### src/rtl/bist_sequencer.sv
// bist_sequencer: sequences a BIST session of NPASS passes, each pass being one INIT cycle,
// NCLOCK RUNNING cycles and one FINISH cycle, then parks in DONE with bist_end set.
//
// Ports:
//   clk       - single clock, rising edge
//   reset     - asynchronous active-low reset
//   start     - session request, acted on at its rising edge in IDLE or DONE only
//   abort     - synchronous abort of an active session (INIT/RUNNING/FINISH)
//   init      - high in the INIT cycle of each pass
//   running   - high in each RUNNING cycle
//   toggle    - alternating strobe during RUNNING (0,1,0,...), 0 elsewhere
//   finish    - high in the FINISH cycle of each pass
//   pass_idx  - current pass index, 0..NPASS-1
//   busy      - high in INIT, RUNNING or FINISH
//   bist_end  - sticky: session completed normally
//   aborted   - sticky: session terminated by abort
module bist_sequencer #(
  parameter int unsigned NCLOCK = 10,
  parameter int unsigned NPASS  = 1,
  parameter int unsigned PASS_W = 4
) (
  input  logic              clk,
  input  logic              reset,
  input  logic              start,
  input  logic              abort,
  output logic              init,
  output logic              running,
  output logic              toggle,
  output logic              finish,
  output logic [PASS_W-1:0] pass_idx,
  output logic              busy,
  output logic              bist_end,
  output logic              aborted
);

  localparam int unsigned CntW = $clog2(NCLOCK) + 1;
  localparam logic [CntW-1:0]   CntLast  = CntW'(NCLOCK - 1);
  localparam logic [PASS_W-1:0] PassLast = PASS_W'(NPASS - 1);

  typedef enum logic [2:0] {
    StIdle,
    StInit,
    StRunning,
    StFinish,
    StDone
  } state_e;

  state_e            state_q, state_d;
  logic [CntW-1:0]   cnt_q, cnt_d;
  logic [PASS_W-1:0] pass_q, pass_d;
  logic              tog_q, tog_d;
  logic              bist_end_q, bist_end_d;
  logic              aborted_q, aborted_d;
  logic              start_q;
  logic              start_edge;
  logic              active;

  // start_q resets high so a start held through reset release is not seen as an edge.
  always_ff @(posedge clk or negedge reset) begin
    if (!reset) begin
      state_q    <= StIdle;
      cnt_q      <= '0;
      pass_q     <= '0;
      tog_q      <= 1'b0;
      bist_end_q <= 1'b0;
      aborted_q  <= 1'b0;
      start_q    <= 1'b1;
    end else begin
      state_q    <= state_d;
      cnt_q      <= cnt_d;
      pass_q     <= pass_d;
      tog_q      <= tog_d;
      bist_end_q <= bist_end_d;
      aborted_q  <= aborted_d;
      start_q    <= start;
    end
  end

  always_comb begin
    state_d    = state_q;
    cnt_d      = cnt_q;
    pass_d     = pass_q;
    tog_d      = tog_q;
    bist_end_d = bist_end_q;
    aborted_d  = aborted_q;

    start_edge = start & ~start_q;
    active     = (state_q == StInit) || (state_q == StRunning) || (state_q == StFinish);

    // Abort outranks every transition, including FINISH->DONE on the last pass.
    if (active && abort) begin
      state_d    = StIdle;
      cnt_d      = '0;
      pass_d     = '0;
      tog_d      = 1'b0;
      bist_end_d = 1'b0;
      aborted_d  = 1'b1;
    end else begin
      case (state_q)
        StIdle, StDone: begin
          if (start_edge) begin
            state_d    = StInit;
            pass_d     = '0;
            bist_end_d = 1'b0;
            aborted_d  = 1'b0;
          end
        end
        StInit: begin
          cnt_d   = '0;
          tog_d   = 1'b0;
          state_d = StRunning;
        end
        StRunning: begin
          tog_d = ~tog_q;
          if (cnt_q == CntLast) begin
            state_d = StFinish;
          end else begin
            cnt_d = cnt_q + 1'b1;
          end
        end
        StFinish: begin
          tog_d = 1'b0;
          if (pass_q == PassLast) begin
            state_d    = StDone;
            bist_end_d = 1'b1;
          end else begin
            pass_d  = pass_q + 1'b1;
            state_d = StInit;
          end
        end
        default: state_d = StIdle;
      endcase
    end
  end

  assign init     = (state_q == StInit);
  assign running  = (state_q == StRunning);
  assign finish   = (state_q == StFinish);
  assign busy     = init | running | finish;
  assign toggle   = running & tog_q;
  assign pass_idx = pass_q;
  assign bist_end = bist_end_q;
  assign aborted  = aborted_q;

endmodule

### config.mk
export PLATFORM = sky130hd
export DESIGN_NAME = bist_sequencer
export DESIGN_NICKNAME = d
export VERILOG_FILES = /design/src/rtl/bist_sequencer.sv
export SDC_FILE = /design/constraint.sdc
export NUM_CORES = 1
export LEC_CHECK = 0
export ABC_AREA = 1
export CAP_MARGIN = 5
export CORE_UTILIZATION = 30
export DETAILED_ROUTE_END_ITERATION = 10
export GPL_TIMING_DRIVEN = 0
export PLACE_DENSITY = 0.5
export RECOVER_POWER = 25
export SYNTH_ARGS = -nofsm -noshare
export SYNTH_HDL_FRONTEND = slang
export SYNTH_SLANG_ARGS = --single-unit
### constraint.sdc
create_clock -name clk -period 3.15 [get_ports clk]
set_input_delay 0.7875 -clock clk [delete_from_list [all_inputs] [get_ports clk]]
set_output_delay 0.7875 -clock clk [all_outputs]
set_load 0.01 [all_outputs]
# Word-level counts from Yosys, hierarchy flattened

Index checks and enable logic that the tools add are counted.

Word-level logic and storage cells: 62
Output and inout bits: 11
Flip-flop bits (word level): 16
Input bits: 4

$add $sub $neg: 2
Eq/ne operators: 10
Reduce and logical (&&, ||, !) cells: 17
Bitwise logic cells: 6
Muxes and demuxes: 20

Operator list:

| kind                                                            | count |
|---|---|
| 3-bit two-way mux                                               | 4 |
| 4-bit two-way mux                                               | 3 |
| 3-bit one-hot mux with 4 select lines                           | 1 |
| 5-bit two-way mux                                               | 2 |
| 5-bit one-hot mux with 2 select lines                           | 1 |
| 3-bit != test, second input constant                            | 3 |
| 3-bit nonzero test                                              | 3 |
| 4-bit one-hot mux with 2 select lines                           | 1 |
| 3-bit by 2-bit == test with 1-bit output, second input constant | 2 |
| 1-bit two-way mux                                               | 6 |
| 3-bit by 1-bit != test with 1-bit output, second input constant | 2 |
| 2-bit AND reduction                                             | 3 |
| 3-bit AND reduction                                             | 2 |
| 5-bit by 1-bit adder with 5-bit output, second input constant   | 1 |
| 5-bit by 4-bit == test with 1-bit output, second input constant | 1 |
| 4-bit by 1-bit adder with 4-bit output, second input constant   | 1 |
| 4-bit zero test                                                 | 1 |
| 1-bit one-hot mux with 2 select lines                           | 2 |
| 2-bit nonzero test                                              | 2 |
| 2-bit OR reduction                                              | 2 |
| 3-bit by 1-bit == test with 1-bit output, second input constant | 1 |
| 3-bit == test, second input constant                            | 1 |
| 3-bit zero test                                                 | 1 |
| 1-bit AND                                                       | 2 |
| 4 further kinds                                                 | 7 |

# Logic depth before layout (Yosys ltp)

Gate-level depths: netlist of the first run.

Depth after elaboration: 6
Depth in mapped cells: 8
Mapped depth without buffers: 8

# Worst setup path before layout of the first run

Ideal clock, no wire load.

Path type: flip-flop to output port
From: reg state_q[2]
To: out toggle
Setup slack: 1.511 ns
Data arrival time: 0.852 ns
Path buffers: 0
Cell stages (with the launch flop): 4
Path through: dfrtp_1 -> inv_2 -> nand3_2 -> nor2_1

Word-level cells in the longest chain between the ends: 2

RTL lines:

| element                                  | RTL line | text |
|---|---|---|
| from (decl)                              | 48       | `state_e state_q, state_d;` |
| from (signal assigned)                   | 61       | `state_q <= StIdle;` |
| from (signal assigned)                   | 69       | `state_q <= state_d;` |
| 3-bit by 2-bit == test with 1-bit output | 137      | `assign running = (state_q == StRunning);` |
| 1-bit AND                                | 140      | `assign toggle = running & tog_q;` |
| to (decl)                                | 28       | `output logic toggle,` |

Every way passes these cells.

# Final worst setup path of the first run

Ends and elaborated chain as after synthesis.

==> flow_summary_export.csv, run 1 <==
group,metric,value,unit
timing,fin_crit_sh,78.8,%
pwr,cellPowerDensity,625,nW/um^2
grt,grt_pass1_wl,3150,um
yosys,synth-edff-count,0,
timing,setup-tns-final,0,ps
clock_network,clock_root_buffer,"clkbuf_4",
outcome,status,"complete, no violations",
timing,slew_headroom,47.2,%
setup_path,critical_path_start_end_classification,"register to output port",
cells_and_area,antenna_cells,0,
flow_run,cap_violations,0,
detailed_routing,routed-via-count,805,
setup_path,startpoint_type,"register",
timing,fmaxAchievable,0.403,GHz
detailed_routing,wl_per_cell,10.1,um
worst_hold_path,hold_start,"aborted",
clock_network,clock_tree_from_tritoncts,"done",
detailed_routing,drt.antenna.violating_nets,0,
setup_path,rrSetupSlack,1720,ps
yosys,netlist-cell-type-count,21,
clock_network,clock_latency,290,ps
detailed_routing,met1_length,955,um
timing,post-route-worst-setup-slack,669,ps
place,hpwl_after_dpl,1400,um
yosys,syn-cell-area,951,um^2
place,pre_cts_ws,974,ps
clock_network,cts.path.max_buffers,2,
timing,timing_max_transition_violations_final,0,
floorplanning,floorplan_die_area,3400,um^2
detailed_routing,remaining_drc_errors,0,
grt,overflow,0,
clock_network,clk_transition_reported_paths,100,ps
floorplanning,dieHeight,58.3,um
yosys,ys_async_sr_fraction,100,%
yosys,ys_seq_elements,16,
yosys,dominantRegCellSynth,"dfrtp_1",
detailed_routing,routed_wirelength,1880,um
floorplanning,core-area,3030,um^2
cells_and_area,final_cell_area,1180,um^2
yosys,ys_seq_area_share,42.2,%
setup_path,end_kind,"output port",
floorplanning,floorplan.rows,20,
cells_and_area,nNetsFinal,151,
yosys,mappedNetlistNets,132,
cells_and_area,drive_gt1_share,15.5,%
grt,antenna_found_initial,0,
place,gp_routability_congestion,0.788,
worst_hold_path,worst_hold_path.endpoint,"aborted",
floorplanning,initial_core_util,31.4,%
detailed_routing,met2RoutedLength,865,um
clock_network,cts_buf_count,3,
timing,timing.final.hold_violations,0,
grt,via_count_of_the_first_global_routing_pass,722,
grt,grt_max_degree,17,
detailed_routing,dr.max_layer_used,"met4",
floorplanning,floorplan.io_pins,15,
setup_path,r2r_end,"pass_idx[2]",
detailed_routing,drt-vias-per-instance,4.33,
place,buffer_ports.inserted,14,
detailed_routing,met3_length,48,um
detailed_routing,iteration_count_of_the_initial_detailed_routing_pass,4,
place,dpl_cell_area,1150,um^2
yosys,postSynthCellCount,124,
setup_path,cp.required,2360,ps
clock_network,cts_post_setup_buffers_inserted,0,
detailed_routing,detailedRoute.firstIterationViolations,23,
timing,finalWorstPathRequiredPeriod,2480,ps
setup_path,worst_r2r_path_depth,7,
floorplanning,die_w,58.3,um
pwr,leakagePower,0.621,nW
grt,global_route.usage.total,12.2,%
clock_network,clkSinkCount,16,
worst_hold_path,hold_path.class,"register to register",
clock_network,cts_hold_buffers,0,
setup_path,maximum_net_fanout_on_the_critical_path,5,
yosys,synth_area_per_cell,7.67,um^2
timing,finalSetupViolations,0,
setup_path,worst_r2r_startpoint,"pass_idx[0]",
worst_hold_path,min_path_cells,2,
setup_path,cp.arrival,1690,ps
timing,skew,6.45,ps
clock_network,cts_resized,0,
timing,worst_slew_pin_slew,789,ps
clock_network,cts_htree_levels,1,
pwr,irDropWorstVdd,300,uV
yosys,yosys_warnings,0,
cells_and_area,syn_to_final_growth,23.8,%
timing,setup_repair_after_global_routing_missed_its_margin,"false",
[registers in the layout (all words and copies together), names as in the netlist]
register and flops:
pass_idx 4, state_q 3, aborted 1, tog_q 1
bist_end 1, start_q 1, cnt_q 5
[cell usage after synthesis, types with 2 or more instances]
cell type	count	area [um^2]
nand3_1	8	40.0
nor2_4	2	22.5
or2_0	2	12.5
nor2_1	14	52.6
o21ai_0	2	10.0
nand3_2	5	50.1
nand2_2	5	31.3
dfrtp_1	15	375
inv_2	3	11.3
ha_1	4	50.1
nand2_1	39	146
inv_1	16	60.1
[per-layer routing]
layer | up-vias | GRT usage, %
met1 | 372 | 16.4
met4 | 0 | 6.12
met5 | - | 0
met3 | 2 | 1.98
li1 | 419 | -
met2 | 12 | 19.0
[worst max-delay path, cell delays in order (launching register included)]
cell,delay [ps]
dfrtp_1,470
inv_2,110
nand3_2,130
nor2_1,150
clkdlybuf4s50_1,550
[cell usage in the layout, fill, tap and decap left out, drive strengths merged]
master and count:
nor2 17, xnor2 1, ha 4, nand3 13, o21ai 2, dfrtp 15
dfstp 1, clkdlybuf4s50 11, dlygate4sd3 3, a21oi 1, clkbuf 4, nor3 2
nand4 1, or2 2, nand2 44, xor2 1, nor3b 1, inv 19
[through the flow]
step                hold WS (ps)  cells  power [W]  util, %
floorplan                    485    124   0.000485        -
global placement             463    182   0.000605     37.9
detailed placement           480    182   0.000608     37.9
CTS                          510    186   0.000754     39.0
global route                 539    186   0.000797     38.9
finish                       496    186   0.000736     38.9
[final cells by class]
type | instances | area [um^2]
Fill cell | 324 | 1850
Timing Repair Buffer | 14 | 140
Tap cell | 44 | 55.1
Inverter | 19 | 71.3
Clock buffer | 4 | 36.3
Multi-Input combinational cell | 89 | 473
Sequential cell | 16 | 402
[report_power, final]
group / total, W / switching (W) / internal, W
Sequential: 0.000287 / 0.0000424 / 0.000244
Combinational: 0.000310 / 0.000182 / 0.000128
Clock: 0.000139 / 0.0000685 / 0.0000704
Total: 0.000736 / 0.000293 / 0.000443
[worst max path at each step]
stage                           from     end  slack [ps]  cells after the start
final                     state_q[2]  toggle         670                      4
after global routing      state_q[0]    init         560                      5
after CTS                 state_q[2]  toggle         630                      4
after detailed placement  state_q[2]  toggle         970                      4
after global placement    state_q[2]  toggle         990                      4
after floorplan           state_q[2]  toggle        1510                      3
[logic make-up after synthesis]
logic type | share of synthesized area, %
AOI/OAI and AO/OA | 1.58
DFF | 42.2
xor gates and xnor gates | 1.84
adders and majority gates | 5.26
buffers and inverters | 7.50
and+or+nand+nor | 41.6
(Power assumes the default switching activity.)
==> run 2, diff against run 1 <==
Clock period 3.15 ns to 2.5 ns, I/O delays scaled along.
==> results of run 2 <==
The final DEF is identical to that of run 1. Status: complete, no violations.
Among the figures that moved: setup slack after placement 974 ps -> 486 ps; setup slack after layout 669 ps -> 181 ps; register-to-register setup slack 1720 ps -> 1070 ps; total power 0.000736 W -> 0.000927 W; worst IR drop on VDD 300 uV -> 378 uV
